$ cat config.mk
export PLATFORM = sky130hd
export DESIGN_NAME = uart_rx_fifo
export DESIGN_NICKNAME = d
export VERILOG_FILES = /design/src/rtl/uart_rx_fifo.sv
export SDC_FILE = /design/constraint.sdc
export NUM_CORES = 1
export LEC_CHECK = 0
export CAP_MARGIN = 10
export CORE_ASPECT_RATIO = 2
export CORE_MARGIN = 3
export CORE_UTILIZATION = 60
export CTS_BUF_LIST = sky130_fd_sc_hd__clkbuf_4 sky130_fd_sc_hd__clkbuf_8 sky130_fd_sc_hd__clkbuf_16
export DETAILED_ROUTE_END_ITERATION = 10
export PLACE_DENSITY = 0.78
export SLEW_MARGIN = 10
export SYNTH_ARGS = -nofsm -noshare
export SYNTH_HDL_FRONTEND = slang
export SYNTH_SLANG_ARGS = --single-unit
$ cat constraint.sdc
create_clock -name clk -period 7.3 [get_ports clk]
set_input_delay 0.73 -clock clk [delete_from_list [all_inputs] [get_ports clk]]
set_output_delay 0.73 -clock clk [all_outputs]
set_load 0.005 [all_outputs]
$ cat src/rtl/uart_rx_fifo.sv
// rtl/uart_rx_fifo.sv - UART receiver with show-ahead receive FIFO; parity framing enabled by UART_RX_PARITY_EN
module uart_rx_fifo #(
    parameter int CLKS_PER_BIT = 286,
    parameter int DATA_BITS    = 8,
    parameter int PARITY_ODD   = 0,
    parameter int FIFO_DEPTH   = 16
) (
    input  logic                          clk,
    input  logic                          rst,
    input  logic                          rx,
    input  logic                          rd_en,
    output logic [DATA_BITS-1:0]          rd_data,
    output logic                          rd_valid,
    output logic [$clog2(FIFO_DEPTH):0]   count,
    output logic                          frame_err,
    output logic                          parity_err,
    output logic                          overrun
);

    localparam int AW   = $clog2(FIFO_DEPTH);
    localparam int HALF = CLKS_PER_BIT / 2;
    localparam int CW   = $clog2(CLKS_PER_BIT);
    localparam int BW   = $clog2(DATA_BITS);

    typedef enum logic [2:0] {
        S_IDLE,
        S_START,
        S_DATA,
`ifdef UART_RX_PARITY_EN
        S_PARITY,
`endif
        S_STOP,
        S_BREAK
    } state_t;

    state_t                 state;
    logic                   rx_meta;
    logic                   rx_s;
    logic [CW-1:0]          cnt;
    logic [BW-1:0]          bit_idx;
    logic [DATA_BITS-1:0]   shreg;
    logic                   par_bad;
    logic                   tick;
    logic                   push;

    logic [AW:0]            wptr;
    logic [AW:0]            rptr;
    logic [DATA_BITS-1:0]   mem [FIFO_DEPTH];
    logic                   full;
    logic                   pop;
    logic                   wr;

    // Bring the asynchronous line into the clk domain; idles high.
    always_ff @(posedge clk or posedge rst) begin
        if (rst) begin
            rx_meta <= 1'b1;
            rx_s    <= 1'b1;
        end else begin
            rx_meta <= rx;
            rx_s    <= rx_meta;
        end
    end

    // The bit-period counter runs down; a sample is taken when it reaches zero.
    assign tick = (cnt == '0);

    // A good frame is handed to the FIFO on the stop-sample edge itself.
    assign push = (state == S_STOP) && tick && rx_s && !par_bad;

    // Frame receiver: start qualification, data shift, optional parity, stop check.
    always_ff @(posedge clk or posedge rst) begin
        if (rst) begin
            state     <= S_IDLE;
            cnt       <= '0;
            bit_idx   <= '0;
            shreg     <= '0;
            frame_err <= 1'b0;
`ifdef UART_RX_PARITY_EN
            par_bad    <= 1'b0;
            parity_err <= 1'b0;
`endif
        end else begin
            frame_err <= 1'b0;
`ifdef UART_RX_PARITY_EN
            parity_err <= 1'b0;
`endif
            case (state)
                S_IDLE: begin
                    if (!rx_s) begin
                        cnt   <= CW'(HALF - 1);
                        state <= S_START;
                    end
                end
                S_START: begin
                    if (tick) begin
                        if (rx_s) begin
                            state <= S_IDLE;
                        end else begin
                            cnt     <= CW'(CLKS_PER_BIT - 1);
                            bit_idx <= BW'(DATA_BITS - 1);
                            state   <= S_DATA;
                        end
                    end else begin
                        cnt <= cnt - 1'b1;
                    end
                end
                S_DATA: begin
                    if (tick) begin
                        shreg <= {rx_s, shreg[DATA_BITS-1:1]};
                        cnt   <= CW'(CLKS_PER_BIT - 1);
                        if (bit_idx == '0) begin
`ifdef UART_RX_PARITY_EN
                            state <= S_PARITY;
`else
                            state <= S_STOP;
`endif
                        end else begin
                            bit_idx <= bit_idx - 1'b1;
                        end
                    end else begin
                        cnt <= cnt - 1'b1;
                    end
                end
`ifdef UART_RX_PARITY_EN
                S_PARITY: begin
                    if (tick) begin
                        par_bad <= rx_s ^ (^shreg) ^ PARITY_ODD[0];
                        cnt     <= CW'(CLKS_PER_BIT - 1);
                        state   <= S_STOP;
                    end else begin
                        cnt <= cnt - 1'b1;
                    end
                end
`endif
                S_STOP: begin
                    if (tick) begin
                        if (!rx_s) begin
                            frame_err <= 1'b1;
                            state     <= S_BREAK;
                        end else begin
`ifdef UART_RX_PARITY_EN
                            parity_err <= par_bad;
`endif
                            state <= S_IDLE;
                        end
                    end else begin
                        cnt <= cnt - 1'b1;
                    end
                end
                S_BREAK: begin
                    if (rx_s) begin
                        state <= S_IDLE;
                    end
                end
                default: state <= S_IDLE;
            endcase
        end
    end

`ifndef UART_RX_PARITY_EN
    assign par_bad    = 1'b0;
    assign parity_err = 1'b0;
`endif

    assign count    = wptr - rptr;
    assign rd_valid = (wptr != rptr);
    assign full     = (count == FIFO_DEPTH[AW:0]);
    assign pop      = rd_en && rd_valid;
    assign wr       = push && (!full || pop);
    assign rd_data  = rd_valid ? mem[rptr[AW-1:0]] : '0;

    // Pointer bookkeeping and overrun reporting; the extra MSB tells full from empty.
    always_ff @(posedge clk or posedge rst) begin
        if (rst) begin
            wptr    <= '0;
            rptr    <= '0;
            overrun <= 1'b0;
        end else begin
            overrun <= push && full && !pop;
            if (wr) begin
                wptr <= wptr + 1'b1;
            end
            if (pop) begin
                rptr <= rptr + 1'b1;
            end
        end
    end

    // Storage array; a full push-with-pop overwrites the slot being popped.
    always_ff @(posedge clk) begin
        if (wr) begin
            mem[wptr[AW-1:0]] <= shreg;
        end
    end

endmodule

**Word-level counts from Yosys, hierarchy flattened**

Memory sizes are Yosys's and may differ from the RTL's.
Index checks and enable logic that the tools add are counted.
W data, S select, Z words.

- Flip-flop bits (word level): 37
- RAM bits: 128
- Input bits: 4
- Word-level logic and storage cells: 76
- Memories: 1

- Add/subtract/negate cells: 5
- Equality and inequality tests: 16
- Mux-type cells: 26
- Reductions and logical operators: 18

Memory list:

| memory | depth | bits a word | rd ports | clocked after memory_dff | write ports | line | text |
|---|---|---|---|---|---|---|---|
| mem | 16 | 8 | 1 | 0 | 1 | 48 | `logic [DATA_BITS-1:0] mem [FIFO_DEPTH];` |

Operators by type and width:

| cell | number |
|---|---|
| $mux W9 | 5 |
| $pmux W9 S4 | 1 |
| $mux W3 | 11 |
| $ne A2 B2 Y1 const B | 9 |
| $pmux W3 S5 | 1 |
| $add A5 B1 Y5 const B | 2 |
| $logic_not A9 Y1 | 1 |
| $sub A9 B1 Y9 const B | 1 |
| $mux W8 | 1 |
| $eq A3 B2 Y1 const B | 2 |
| $logic_and A1 B1 Y1 | 6 |
| $logic_not A3 Y1 | 2 |
| $pmux W3 S2 | 1 |
| $reduce_and A6 Y1 | 1 |
| $eq A5 B5 Y1 const B | 1 |
| $mux W1 | 5 |
| $ne A5 B5 Y1 | 1 |
| $reduce_and A5 Y1 | 1 |
| $sub A5 B5 Y5 | 1 |
| $reduce_and A4 Y1 | 1 |
| $reduce_bool A4 Y1 | 1 |
| $eq A3 B1 Y1 const B | 1 |
| $eq A3 B3 Y1 const B | 1 |
| $ne A3 B3 Y1 const B | 1 |
| 6 further kinds | 7 |

**Longest topological paths before layout**

Gate-level depths: netlist of run 1.

- Depth after elaboration: 7
- Mapped depth: 10
- Gate-level depth less buffers: 9

**Worst setup path before layout of run 1**

No wires, ideal clock.

- Kind: reg-to-reg
- From: register rptr[1]
- To: memory mem[12][0] (enable)
- Arrival: 2.626 ns
- Slack: 4.397 ns
- Stages on the path, launching flop included: 11
- Buffers on the path: 3
- Clock period less this slack: 2.903 ns
- Cell sequence: dfrtp_1 clkbuf_1 buf_1 inv_1 ha_1 nand4_1 o21ai_0 and4_1 a31oi_4 buf_4 and3_1

- Cells in the longest elaborated chain, start to end: 7

RTL lines:

| element | line | text |
|---|---|---|
| from (decl) | 47 | `logic [AW:0] rptr;` |
| from (signal assigned) | 184 | `rptr <= rptr + 1'b1;` |
| $sub A5 B5 Y5 | 165 | `assign count = wptr - rptr;` |
| $eq A5 B5 Y1 | 167 | `assign full = (count == FIFO_DEPTH[AW:0]);` |
| $logic_not A1 Y1 | 169 | `assign wr = push && (!full \|\| pop);` |
| $logic_or A1 B1 Y1 (*) | 169 |  |
| $logic_and A1 B1 Y1 (*) | 169 |  |
| $mux W1 (*) | 191 | `if (wr) begin` |
| $mux W1 (implied by the code) (*) | 192 | `mem[wptr[AW-1:0]] <= shreg;` |
| to (decl) | 48 |  |

Every way passes the cells marked *; elsewhere a longest branch is shown, timed or not.

**Worst setup path in the final report of run 1**

- From: register rptr[2]
- To: output port count[3]

- Cells in the longest elaborated chain, start to end: 1

RTL lines:

| element | line | text |
|---|---|---|
| $sub A5 B5 Y5 | 165 |  |
| to (decl) | 14 | `output logic [$clog2(FIFO_DEPTH):0] count,` |

No other way between the ends.

==> results of run 1 <==
[worst max-delay path: cells and delay by family, from the launching register on]
family,cells,cell delay (ps)
adders and majority gates,1,370
xor gates and xnor gates,1,550
AOI/OAI and AO/OA,1,180
and+or+nand+nor,1,90
DFF,1,730
buffers and inverters,3,790
[Yosys cell counts (2+ instances only)]
| cell | instances |
|---|---|
| mux4_2 | 40 |
| ha_1 | 13 |
| xnor2_1 | 8 |
| or2_2 | 2 |
| nand2_1 | 9 |
| a31oi_1 | 4 |
| nand4_1 | 5 |
| xor2_1 | 5 |
| nor3b_1 | 3 |
| buf_1 | 3 |
| a21oi_1 | 17 |
| dfstp_2 | 2 |
| and2_1 | 5 |
| o22a_1 | 2 |
| nor3_1 | 9 |
| o21a_1 | 2 |
| nor2_1 | 23 |
| nand2b_1 | 3 |
| nor2b_1 | 12 |
| buf_4 | 5 |
| and3_1 | 13 |
| inv_1 | 19 |
| edfxtp_1 | 128 |
| nand3_1 | 6 |
| buf_2 | 2 |
| o21ai_0 | 8 |
| mux2_2 | 8 |
| dfrtp_1 | 35 |
| nor4_1 | 3 |
| clkbuf_1 | 10 |
| and3b_1 | 2 |
[metrics by stage]
| step | instance area (sq um) | cells | utilization (%) | setup WS (ps) |
|---|---|---|---|---|
| floorplan | 7190 | 432 | - | 4400 |
| global placement | 7490 | 579 | 64.0 | 3860 |
| detailed placement | 7490 | 579 | 64.0 | 3780 |
| CTS | 8070 | 610 | 68.9 | 3400 |
| global route | 8070 | 610 | 68.9 | 3280 |
| finish | 8070 | 610 | 68.9 | 3440 |
[logic make-up (layout without fill, tap and decap cells)]
family	count (synthesis)	after routing
compound gates	44	44
xor+xnor	13	13
fa+ha+maj	15	15
buf+inv	40	73
flops	165	165
mux	50	50
other cells	1	1
simple gates	104	104
[layer usage]
metal	routed length, microns	part of all wire [%]	global-route usage, %
met5	0	0	0
met4	530	3.7	10.2
met3	591	4.1	5.85
met2	8670	60	44.8
met1	4700	32	25.0
[area by class of cell]
type	instances	area share [%]
sequential	165	59.2
clock inverter	14	1.89
clock buffer	17	5.27
tap	145	2.25
multi-input combinational	227	27.8
inverter	20	0.931
timing repair buffer	22	2.64
[where the power goes]
group	switching, mW	total, mW	leakage [nW]	internal, mW
sequential	0.0237	1.04	1.90	1.02
clock	0.361	0.865	0.274	0.504
combinational	0.257	0.494	0.950	0.237
total	0.642	2.40	3.13	1.76
[worst max-delay path by stage]
stage | start | end | slack (ps) | cells after the start
floorplan | rptr[1] | mem[12][0] | 4400 | 10
global placement | rptr[0] | mem[1][5] | 3860 | 9
detailed placement | rptr[0] | mem[1][5] | 3780 | 9
CTS | rptr[2] | count[3] | 3400 | 7
global route | rptr[0] | count[3] | 3280 | 7
finish | rptr[2] | count[3] | 3440 | 7
[state kept, by name (all words and copies together), names as in the netlist, 3 cells and up]
signal / count
state: 3
bit_idx: 3
rptr: 5
cnt: 9
wptr: 5
shreg: 8
mem: 128
==> results.py, run 1 <==
metrics = {
    "outcome": {
        "outcome": "completed",
    },
    "synth": {
        "synth_top_family_by_area": "multiplexers",
        "synth-edff-count": 128,
        "avgSynthCellArea_sq_um": 16.6,
        "yosys_register_bits": 165,
        "muxShareOfSynthArea_pct": 14.1,
        "synth-xor-area-share_pct": 1.58,
        "yosys_most_used_dff": "edfxtp_1",
        "synthCells": 432,
        "syn_area_sq_mm": 0.00719,
        "yosys_warnings": 0,
        "synth_fa_ha_area_share_pct": 2.68,
        "synth_compound_area_share_pct": 4.32,
        "synth.area.top_cells": "edfxtp_1 (53%), mux4_2 (13%), dfrtp_1 (12%)",
        "yosysTopAreaCell": "edfxtp_1",
        "synth-simple-area-share_pct": 8.51,
        "synth_nets": 450,
        "async_flop_share_pct": 22.4,
        "ys_seq_area_share_pct": 66.4,
        "synth_cell_types": 57,
        "synth_top_area_share_pct": 53.5,
    },
    "timing": {
        "hold_viol": 0,
        "setup_viol": 0,
        "slew_viol_final": 0,
        "fin_crit_ps": 3860,
        "holdWs_ps": 355,
        "fin_crit_sh_pct": 52.9,
        "fin_setup_tns_ps": 0,
        "worst_pin_slew_ps": 954,
        "clock.fmax_ghz": 0.259,
        "final.setup_skew_ps": 5.77,
        "rsz0062_at_grt": "no",
        "relSlewSlack_pct": 36.2,
    },
    "detailed_routing": {
        "wl_microns": 14500,
        "antenna_left": 0,
        "firstDrtPassIters": 4,
        "vias_per_cell": 6.25,
        "routedWlPerCell_microns": 23.8,
        "drtIter0Drc": 283,
        "drcViolationCount": 0,
        "vias": 3810,
    },
    "placed_design": {
        "io_buffers": 19,
        "dpl.hpwl_microns": 9780,
        "place_congestion": 0.824,
    },
    "die": {
        "start_util_pct": 61.4,
        "die_w_microns": 83.4,
        "fp.dieArea_sq_mm": 0.0134,
        "die_h_microns": 161,
        "rows": 56,
        "io_pins": 21,
        "core_area_sq_mm": 0.0117,
    },
    "hold_path": {
        "hp-start": "rx_meta",
        "hold_path_end": "rx_s",
        "holdCritPathClass": "reg2reg",
        "hold_path_depth": 0,
    },
    "clock_network": {
        "cts_made_buffers": 17,
        "postCtsSetupBuffers": 0,
        "cts_tree": "yes",
        "numClockSinks": 165,
        "insertion_delay_ps": 420,
        "htreeDepth": 4,
        "cts_hold_buffers": 0,
        "cts_root_buffer": "clkbuf_16",
        "post_cts_resized": 0,
        "clk_pin_slew_worst_paths_ps": 60,
        "cts.path.max_buffers": 2,
    },
    "grt": {
        "grt_pass1_vias": 4194,
        "grt_pass1_wl_microns": 23500,
        "grt_util_all_layers_pct": 23.9,
        "antenna_found_initial": 0,
        "grt_overflow": 0,
        "grt_max_degree": 38,
    },
    "pwr": {
        "p_total_mw": 2.40,
        "p_per_area_mw_per_mm2": 297,
        "peakVddDrop_uv": 217,
        "p_leak_nw": 3.13,
    },
    "finish": {
        "area_growth_pct": 12.2,
        "final.fill_count": 746,
        "register_area_sq_mm": 0.00477,
        "mostFrequentLayoutCells": "edfxtp_1 (128), mux4_2 (40), dfrtp_1 (34)",
        "multi_input_area_sq_mm": 0.00224,
        "diodes": 0,
        "final_common_cell": "edfxtp_1",
        "nNetsFinal": 471,
        "layout-drive-gt1-share_pct": 20.4,
    },
    "worst_setup_path": {
        "path_common_cell": "inv_1",
        "rrSetupSlack_ps": 3790,
        "worst_ep_required_time_ps": 6570,
        "arrival_ps": 3130,
        "cp_slowest_cell": "dfrtp_1",
        "cp_cell_sequence": "inv_1 -> ha_1 -> a21oi_1 -> nand2_1 -> xnor2_1 -> inv_1 -> clkdlybuf4s50_1",
        "crit_path_max_incr_delay_ps": 730,
        "crit_path_end_kind": "primary output",
        "crit_type": "reg2out",
        "path_max_fanout": 12,
        "timing.rr.start": "rptr[0]",
        "cp-start-kind": "register",
        "reg2reg_depth": 9,
        "r2r-end": "mem[0][0]",
    },
    "run": {
        "maxCapViolations": 0,
    },
}
No activity file was read; power rests on OpenSTA's default activity.
==> run 2: changes to the inputs <==
- CORE_UTILIZATION: 60 -> 55
- PLACE_DENSITY: 0.78 -> 0.75
- clock period: 7.3 -> 3.4 ns (I/O delays scaled with it)
==> run 2 against run 1 <==
Cell count rose by 2.3%. Global-route usage barely moved. Largest cell class unchanged. Sequential share of layout area fell by 0.57 points. Total power rose by 120%. Setup slack got worse by 3300 ps. Worst hold slack got worse by 35 ps. Clock power rose by 110%. Count of clock-buffer cells in the layout did not move. Routed wire length rose by 9.2%. Register-to-register slack got worse by 3600 ps. Critical path depth rose by 2.
==> results.py, run 2 (synthesis results as in run 1) <==
metrics = {
    "clock_network": {
        "htreeDepth": 4,
        "postCtsSetupBuffers": 0,
        "cts_root_buffer": "clkbuf_16",
        "cts_tree": "yes",
        "insertion_delay_ps": 420,
        "cts_made_buffers": 17,
        "cts_hold_buffers": 0,
        "clk_pin_slew_worst_paths_ps": 60,
        "post_cts_resized": 0,
        "numClockSinks": 165,
        "cts.path.max_buffers": 2,
    },
    "grt": {
        "grt_overflow": 0,
        "grt_max_degree": 38,
        "grt_util_all_layers_pct": 23.9,
        "antenna_found_initial": 0,
        "grt_pass1_wl_microns": 25100,
        "grt_pass1_vias": 4183,
    },
    "die": {
        "die_w_microns": 86.8,
        "core_area_sq_mm": 0.0127,
        "die_h_microns": 168,
        "start_util_pct": 56.6,
        "fp.dieArea_sq_mm": 0.0146,
        "rows": 58,
        "io_pins": 21,
    },
    "timing": {
        "worst_pin_slew_ps": 790,
        "setup_viol": 0,
        "fin_setup_tns_ps": 0,
        "rsz0062_at_grt": "no",
        "hold_viol": 0,
        "slew_viol_final": 0,
        "clock.fmax_ghz": 0.310,
        "fin_crit_sh_pct": 95.0,
        "relSlewSlack_pct": 46.9,
        "fin_crit_ps": 3230,
        "final.setup_skew_ps": 5.34,
    },
    "pwr": {
        "p_leak_nw": 3.17,
        "power_frac_comb_pct": 21.4,
        "p_sw_share_pct": 27.7,
        "p_int_mw": 3.74,
        "p_total_mw": 5.18,
        "peakVddDrop_uv": 379,
        "p_per_area_mw_per_mm2": 636,
        "pwr-share-seq_pct": 42.8,
        "clockPowerShare_pct": 35.8,
        "p_sw_mw": 1.43,
    },
    "placed_design": {
        "io_buffers": 19,
        "place_congestion": 0.855,
        "dpl.hpwl_microns": 10900,
        "post-place-cells": 592,
    },
    "finish": {
        "register_area_sq_mm": 0.00477,
        "diodes": 0,
        "area_growth_pct": 13.3,
        "layout-drive-gt1-share_pct": 23.6,
        "final_common_cell": "edfxtp_1",
        "largest_reg_flops": 128,
        "final.fill_count": 863,
        "mostFrequentLayoutCells": "edfxtp_1 (128), mux4_2 (40), dfrtp_1 (34)",
        "multi_input_area_sq_mm": 0.00225,
        "instances_no_fill": 624,
        "nNetsFinal": 479,
    },
    "worst_setup_path": {
        "worst_ep_required_time_ps": 3480,
        "crit_path_max_incr_delay_ps": 470,
        "rrSetupSlack_ps": 170,
        "cp_num_cells": 9,
        "path_max_fanout": 14,
        "crit_path_end_kind": "register",
        "reg2reg_depth": 9,
        "arrival_ps": 3310,
        "cp_cell_sequence": "inv_1 -> ha_1 -> fa_1 -> nand2b_1 -> a21oi_1 -> xor2_1 -> inv_2 -> a31oi_4 -> and3_1",
        "crit_type": "reg2reg",
        "cp-start-kind": "register",
        "cp_slowest_cell": "a31oi_4",
        "path_buf_inv": 2,
        "crit_family": "adder cells",
    },
    "detailed_routing": {
        "vias_per_cell": 6.27,
        "routedWlPerCell_microns": 25.4,
        "wl_microns": 15800,
        "antenna_left": 0,
        "drcViolationCount": 0,
        "drtIter0Drc": 418,
        "firstDrtPassIters": 5,
        "vias": 3913,
    },
    "hold_path": {
        "holdCritPathClass": "in2async",
    },
    "run": {
        "maxCapViolations": 0,
    },
    "outcome": {
        "outcome": "completed",
    },
}
## run 2: changes by cell type in the layout (fill, tap and decap cells not counted)
cell,delta
bufinv_16,-1
inv_6,+3
and3_1,-8
clkinv_1,+1
inv_2,+1
clkinvlp_4,-2
buf_12,+1
and3_2,+8
inv_8,+2
buf_4,+7
inv_1,-1
clkinv_4,-2
## run 2: final timing paths
kind	startpoint	end
min in group clk	rx	rx_meta
min	rst	wptr[4]
max	wptr[0]	mem[10][5]
min reg2reg	rx_meta	rx_s
max reg2reg	wptr[0]	mem[10][5]
max in group asynchronous	rst	rx_meta
## run 2: through the flow
step           area (sq um)  utilization (%)  worst slack, ps  hold slack (ps)
2_1_floorplan          7190                -              497              344
3_3_place_gp           7570             59.6              275              348
3_5_place_dp           7570             59.6              159              351
4_1_cts                8130             64.0             99.7              322
5_1_grt                8140             64.1             21.8              314
6_report               8140             64.1              171              321
## run 2: layout make-up
cell class                      count  area share, %
Multi-Input combinational cell    227           27.7
Timing Repair Buffer               30           3.50
Clock inverter                     15           1.75
Sequential cell                   165           58.6
Inverter                           20          0.922
Tap cell                          150           2.30
Clock buffer                       17           5.22
## run 2: power groups by stage
stage               Sequential (mW)  Clock, mW  Combinational (mW)
floorplan                      2.25          0               0.784
global placement               2.26          0                1.09
detailed placement             2.26          0                1.11
CTS                            2.21       1.87                1.13
global route                   2.22       1.96                1.20
finish                         2.21       1.85                1.11
## run 2: tightest hold or removal path, cell delays in order
cell and delay, ps:
clkdlybuf4s50_1 390, inv_1 50, buf_4 400
## run 2: layer usage
metal / vias to the layer above / track usage, % / wire length [microns]
met5: - / 0 / 0
met4: 0 / 8.48 / 376
met3: 23 / 4.09 / 673
met2: 143 / 44.7 / 9550
met1: 2008 / 26.4 / 5220
li1: 1739 / - / -
==> run 3: changes to the inputs <==
- SETUP_SLACK_MARGIN: default -> 0.3
==> run 3 against run 2 <==
Combinational power increased by 30%. Cell count increased by 2.1%. Core utilization increased by 2.0 points. Flip-flop and latch count unchanged. Critical endpoint is now rd_data[6]. Largest cell class unchanged. Highest routed layer unchanged.
==> results.py, run 3 (synthesis results as in run 1) <==
metrics = {
    "clock_network": {
        "cts_root_buffer": "clkbuf_16",
        "cts_tree": "yes",
        "cts.path.max_buffers": 2,
        "htreeDepth": 4,
        "cts_made_buffers": 17,
        "insertion_delay_ps": 420,
        "clk_pin_slew_worst_paths_ps": 60,
        "numClockSinks": 165,
        "cts_hold_buffers": 0,
    },
    "grt": {
        "grt_util_all_layers_pct": 24.3,
        "grt_pass1_vias": 4232,
        "grt_max_degree": 38,
        "antenna_found_initial": 0,
        "grt_overflow": 0,
        "grt_pass1_wl_microns": 25400,
    },
    "detailed_routing": {
        "drcViolationCount": 0,
        "drtIter0Drc": 403,
        "routedWlPerCell_microns": 26.5,
        "antenna_left": 0,
        "vias": 4018,
        "wl_microns": 16900,
        "firstDrtPassIters": 5,
        "vias_per_cell": 6.31,
    },
    "pwr": {
        "p_total_mw": 5.52,
        "peakVddDrop_uv": 427,
        "p_leak_nw": 3.38,
        "p_per_area_mw_per_mm2": 658,
    },
    "finish": {
        "mostFrequentLayoutCells": "edfxtp_1 (128), mux4_2 (40), dfrtp_1 (34)",
        "layout-drive-gt1-share_pct": 27.5,
        "instances_no_fill": 637,
        "nNetsFinal": 492,
        "diodes": 0,
        "final_common_cell": "edfxtp_1",
        "stdcell_area_sq_mm": 0.00839,
        "largest_reg_flops": 128,
        "area_growth_pct": 16.8,
    },
    "worst_setup_path": {
        "cp_cell_sequence": "buf_6 -> buf_8 -> mux4_2 -> mux4_2 -> nor2b_1 -> clkdlybuf4s50_1",
        "crit_path_end_kind": "primary output",
        "cp-start-kind": "register",
        "worst_ep_required_time_ps": 3060,
        "crit_path_max_incr_delay_ps": 560,
        "crit_type": "reg2out",
        "arrival_ps": 2740,
        "path_max_fanout": 4,
        "path_common_cell": "mux4_2",
        "cp_slowest_cell": "mux4_2",
    },
    "placed_design": {
        "dpl.hpwl_microns": 10900,
        "post-place-cells": 592,
        "io_buffers": 19,
        "dpl_cell_area_sq_mm": 0.00757,
        "place_congestion": 0.855,
    },
    "timing": {
        "hold_viol": 0,
        "slew_viol_final": 0,
        "relSlewSlack_pct": 51.9,
        "rsz0062_at_grt": "no",
        "final.setup_skew_ps": 6.21,
        "fin_crit_ps": 3080,
        "fin_crit_sh_pct": 90.6,
        "fin_setup_tns_ps": 0,
        "setup_viol": 0,
        "holdWs_ps": 325,
        "worst_pin_slew_ps": 722,
        "clock.fmax_ghz": 0.325,
    },
    "run": {
        "maxCapViolations": 0,
    },
    "outcome": {
        "outcome": "completed",
    },
    "die": {
        "io_pins": 21,
        "start_util_pct": 56.6,
        "rows": 58,
        "die_w_microns": 86.8,
        "fp.dieArea_sq_mm": 0.0146,
        "core_area_sq_mm": 0.0127,
        "die_h_microns": 168,
    },
    "hold_path": {
        "holdCritPathClass": "in2async",
    },
}
[run 3: power by group]
| group | total, mW | switching, mW | internal (mW) |
|---|---|---|---|
| Combinational | 1.44 | 0.704 | 0.739 |
| Sequential | 2.22 | 0.0399 | 2.18 |
| Clock | 1.85 | 0.826 | 1.03 |
| Total | 5.52 | 1.57 | 3.95 |
[run 3: layout make-up]
cell class | count | area (sq um)
Clock buffer | 17 | 425
Clock inverter | 15 | 143
Fill cell | 822 | 4310
Inverter | 20 | 75.1
Multi-Input combinational cell | 227 | 2280
Sequential cell | 165 | 4770
Tap cell | 150 | 188
Timing Repair Buffer | 43 | 510
[run 3: worst paths after layout]
path / start / endpoint / slack [ps] / depth (start not counted)
max: rptr[0] / rd_data[6] / 320 / 6
min reg2reg: rx_meta / rx_s / 360 / 0
max reg2reg: rptr[0] / mem[11][1] / 460 / 9
min in group clk: rx / rx_meta / 330 / 1
min: rst / wptr[4] / 320 / 3
max in group asynchronous: rst / rx_meta / 2690 / 3
[run 3: worst max-delay path: cells and delay by family (launching register included)]
kind	cells	cell delay, ps
simple gates	1	140
flops	1	420
mux	2	1030
buf+inv	3	730
[run 3: routing by layer]
| metal | up-vias | share of wire (%) | track usage [%] |
|---|---|---|---|
| met4 | 0 | 4.1 | 8.21 |
| met2 | 173 | 59 | 45.5 |
| li1 | 1771 | - | - |
| met1 | 2036 | 31 | 26.7 |
| met5 | - | 0 | 0 |
| met3 | 38 | 5.1 | 4.43 |
[run 3: timing repair]
| item | CTS | global route |
|---|---|---|
| endpoints found under the setup margin | 128 | 129 |
| cloned | 1 | 4 |
| pin swaps | 0 | 1 |
| resized for setup | 17 | 15 |
| setup buffers | 2 | 6 |
[run 3: stage by stage]
stage	util (%)	setup slack, ps
6_report	66.1	319
5_1_grt	66.1	284
4_1_cts	64.7	271
3_5_place_dp	59.6	159
3_3_place_gp	59.6	275
2_1_floorplan	-	497
==> patch 1, RTL diff (flow settings as in run 2) <==
Register the output `count`, cleared by the reset; this adds one clock of latency there. The other outputs are not delayed to match.
--- a/src/rtl/uart_rx_fifo.sv
+++ b/src/rtl/uart_rx_fifo.sv
@@ -33,6 +33,8 @@
         S_BREAK
     } state_t;
 
+    logic [$clog2(FIFO_DEPTH):0] count_d;
+
     state_t                 state;
     logic                   rx_meta;
     logic                   rx_s;
@@ -162,9 +164,9 @@
     assign parity_err = 1'b0;
 `endif
 
-    assign count    = wptr - rptr;
+    assign count_d  = wptr - rptr;
     assign rd_valid = (wptr != rptr);
-    assign full     = (count == FIFO_DEPTH[AW:0]);
+    assign full     = (count_d == FIFO_DEPTH[AW:0]);
     assign pop      = rd_en && rd_valid;
     assign wr       = push && (!full || pop);
     assign rd_data  = rd_valid ? mem[rptr[AW-1:0]] : '0;
@@ -193,5 +195,13 @@
         end
     end
 
+    always_ff @(posedge clk or posedge rst) begin
+        if (rst) begin
+            count <= '0;
+        end else begin
+            count <= count_d;
+        end
+    end
+
 endmodule
 
Behaviour: no difference found for any inputs over 10 cycles, from zero or initial values and one cycle with rst high; that may be too few to reach the edited logic, so the function may still have changed.
==> patch 1 against run 2 <==
  * Sequential cell count rose by 5
  * Wire length fell by 0.29%
  * Area after synthesis rose by 0.16%
  * Critical endpoint is now rd_data[0]
  * Cell area barely moved
  * Sequential share of layout area rose by 1.5 points
  * Clock power rose by 4%
  * Largest cell class unchanged
  * Setup slack improved by 0.031 ns
  * First-iteration DRC count fell by 8.9%
  * Non-clock buffer count fell by 4
  * Total power rose by 2.4%
  * Count of clock-buffer cells in the layout did not move
  * Clock skew rose by 0.0054 ns
  * Fmax rose by 0.97%
==> patch 1: results (changes against run 2) <==
- Class of the worst hold path: input port to register
- Max FFs per register: 128 (unchanged)
- Maximum VDD drop: 546 uV (+44%)
- Largest net degree at the start of global routing: 43 (+13%)
- Crit Path Max Fanout: 35 (+21)
- Internal power: 3.88 mW (+3.6%)
- Layout cells sized above 1: 0.230 (-0.00602)
- Yosys cell types: 54 (-5.3%)
- DR vias: 3794 (-3.0%)
- First-pass GRT wire length: 24400 um (-2.7%)
- Number of flops mapped to enable cells by yosys: 128 (unchanged)
- Clock latency on the worst-skew pair: ~0.43 ns
- Crit path max-delay family: multiplexers
- CP max stage delay: 0.59 ns (+0.12 ns)
- Top area cells in the synthesized netlist: edfxtp_1 (53%), dfrtp_1 (14%), mux4_2 (13%)
- GR Util met3: 0.0416 (+0.000759)
- DR pass1 iterations: 5 (unchanged)
- Final Wtd Congestion: 0.838 (-1.9%)
- CP arrival: 2.86 ns (-0.45 ns)
- Cell Area, Placed: 0.00756 mm2 (about the same)
- CTS Buf Count: 17 (unchanged)
- Antenna violations before repair: 0 (unchanged)
- Net count after synthesis: 432 (-4.0%)
- Seq/Total Area, Yosys: 0.680 (+0.0163)
- Number of port buffers: 19 (unchanged)
- Vias in the first global route: 3948 (-5.6%)
- Outcome: finished clean
- CTS resizes: 0 (unchanged)
- Ant. Diodes: 0 (unchanged)
- Post-CTS Setup Repair Bufs: 0 (unchanged)
- Clock transition at path regs: around 0.070 ns
- Ys async rst share: 0.247 (+0.0228)
- Lkg Pwr: 3.16 nW (-0.31%)
- Setup WS pre-CTS: 0.374 ns (+0.214 ns)
- Clock Root Buffer: clkbuf_16
- M1 GR Usage: 0.257 (-0.00618)
- Setup Skew: 0.0107 ns (+0.00540 ns)
- Most frequent cells after synthesis: edfxtp_1 (128), dfrtp_1 (40), mux4_2 (40)
- Critical-path top delay cell: mux4_2
- GR Util met2: 0.433 (-0.0142)
- Avg WL per Cell: 26.0 um (+2.7%)
- Worst-margin pin slew: 0.737 ns (-0.0537 ns)
- Warnings, synthesis: 0 (unchanged)
- DR iter-0 viols: 381 (-8.9%)
- Gr usage total: 0.238 (-0.00141)
- Dpl hpwl: 11100 um (+2.0%)
- Bufs on Longest Clock Path: 2 (unchanged)
- Layout Nets: 461 (-3.8%)
- H-tree Lvls: 4 (unchanged)
-- patch 1: cell count changes in the layout (fill, tap and decap cells not counted), sizes merged, moves of 3 or more --
cell and delta:
nor3 -7, dfrtp +5, a21oi -4, buf -4, inv -4, nor2 -4, nand2 +3, o21ai -3
-- patch 1: kinds of logic after synthesis --
logic type,after synthesis,share of synthesized area
mux,50,0.141
compound gates,41,0.0426
fa+ha+maj,14,0.0254
xor+xnor,13,0.0158
flops,170,0.680
buf+inv,35,0.0215
other cells,1,0.000521
simple gates,90,0.0733
-- patch 1: metal layers --
metal	wire length (um)	vias up
li1	-	1675
met1	5170	1971
met2	9420	116
met3	511	32
met4	677	0
met5	0	-
-- patch 1: per-stage QoR --
step	power, mW	cells	hold WS (ns)
finish	5.30	606	0.315
global route	5.49	606	0.314
floorplan	3.11	414	0.344
detailed placement	3.43	574	0.352
global placement	3.41	574	0.347
CTS	5.33	606	0.307
-- patch 1: path summary, 6_finish.rpt --
kind | from | endpoint | depth (start not counted) | slack (ns)
max | rptr[0] | rd_data[0] | 5 | 0.20
min | rx | rx_meta | 1 | 0.32
max reg2reg | wptr[0] | mem[12][1] | 8 | 0.32
min reg2reg | rx_meta | rx_s | 0 | 0.36
max in group asynchronous | rst | rx_meta | 3 | 2.67
min in group asynchronous | rst | wptr[4] | 3 | 0.34
-- patch 1: power by group through the flow --
stage               Clock, mW  Combinational (mW)  Sequential, mW
global route             2.02                1.12            2.35
floorplan                   0               0.755            2.35
finish                   1.92                1.04            2.35
CTS                      1.93                1.05            2.35
detailed placement          0                1.04            2.39
global placement            0                1.02            2.38
-- patch 1: final cells by class --
type	count	area, um2
Sequential cell	170	4900
Multi-Input combinational cell	209	2150
Clock inverter	15	164
Inverter	19	71.3
Fill cell	837	4550
Tap cell	150	188
Clock buffer	17	425
Timing Repair Buffer	26	255
==> patch 2, RTL diff (flow settings as in run 2) <==
Without the edit above. `DATA_BITS`: 8 -> 4.
--- a/src/rtl/uart_rx_fifo.sv
+++ b/src/rtl/uart_rx_fifo.sv
@@ -1,7 +1,7 @@
 // rtl/uart_rx_fifo.sv - UART receiver with show-ahead receive FIFO; parity framing enabled by UART_RX_PARITY_EN
 module uart_rx_fifo #(
     parameter int CLKS_PER_BIT = 286,
-    parameter int DATA_BITS    = 8,
+    parameter int DATA_BITS    = 4,
     parameter int PARITY_ODD   = 0,
     parameter int FIFO_DEPTH   = 16
 ) (
Ports: changed (resized rd_data); port bits go from 21 to 17. The function was not compared with the original's and may differ.
==> patch 2 against run 2 <==
  * Setup slack better by 0.038 ns
  * Wire length fell by 44%
  * Cell area fell by 39%
  * Total power fell by 44%
  * Sequential power is 41% lower
  * Critical endpoint is now count[4]
  * Area after synthesis fell by 39%
  * Clock skew up 0.0024 ns
  * Sequential cell count down 69
==> patch 2: results (changes against run 2) <==
- Outcome: finished clean
- Setup Skew: 0.00771 ns (+0.00238 ns)
- Internal power: 2.09 mW (-44%)
- Dpl cells: 411 (-31%)
- Gr usage total: 0.205 (-0.0343)
- Buffers excl. clock: 20 (-33%)
- CTS Buf Count: 9 (-8)
- Ys async rst share: 0.333 (+0.109)
- Compound-gate portion of the synthesized area: 0.0776 (+0.0344)
- Cell Area, Placed: 0.00466 mm2 (-38%)
- Crit path to: count[4]
- Net count after synthesis: 327 (-27%)
- DR pass1 iterations: 4 (-1)
- Adder-cell share of the synthesized area: 0.0385 (+0.0117)
- DR iter-0 viols: 116 (-72%)
- Layout cells sized above 1: 0.186 (-0.0501)
- Xor and xnor area share after synthesis: 0.0218 (+0.00597)
- Multi-input gate share of the layout cell area: 0.315 (+0.0377)
- Filler cells: 570 (-34%)
- ClkCell Share: 0.0576 (-0.0121)
- Die width: 69.4 um (-20%)
- Yosys cell types: 58 (+1.8%)
- Mux cell area share after synthesis: 0.116 (-0.0253)
- Inverter count: 21 (+5.0%)
- Top area cells in the synthesized netlist: edfxtp_1 (44%), dfrtp_1 (17%), mux4_2 (10%)
- Setup WS pre-CTS: 0.375 ns (+0.216 ns)
- Post-Route M1 WL: 3070 um (-41%)
- Vias in the first global route: 2662 (-36%)
- Most frequent cells after synthesis: edfxtp_1 (64), dfrtp_1 (30), nor2_1 (27)
- Routed wl met2: 5410 um (-43%)
- Sequential power: 1.31 mW (-41%)
- Dpl hpwl: 6560 um (-40%)
- First-pass GRT wire length: 14100 um (-44%)
- Relative slew slack: 0.504 (+0.0342)
- Sw Pwr: 0.802 mW (-44%)
- Layout Nets: 345 (-28%)
- WL final: 8810 um (-44%)
## patch 2: changes by cell type after synthesis, moves of 5 or more
| cell | before | now |
|---|---|---|
| o211ai_1 | 0 | 6 |
| dfrtp_1 | 35 | 30 |
| mux4_2 | 40 | 20 |
| a21oi_1 | 17 | 9 |
| nor2b_1 | 12 | 5 |
| edfxtp_1 | 128 | 64 |
| and2_1 | 5 | 0 |
| and3_1 | 13 | 1 |
| nand3_1 | 6 | 1 |
| o21ai_0 | 8 | 15 |
## patch 2: critical path: stages, from the launching register on
cell	delay, ns
dfrtp_1	0.43
inv_1	0.11
ha_1	0.23
fa_1	0.40
nand2b_1	0.16
a21oi_1	0.20
xor2_2	0.31
buf_4	0.20
inv_1	0.05
clkdlybuf4s50_1	0.43
## patch 2: layer usage
metal	up-vias	global-route usage
li1	1205	-
met1	1318	0.200
met2	33	0.410
met3	11	0.0388
met4	0	0.0750
met5	-	0
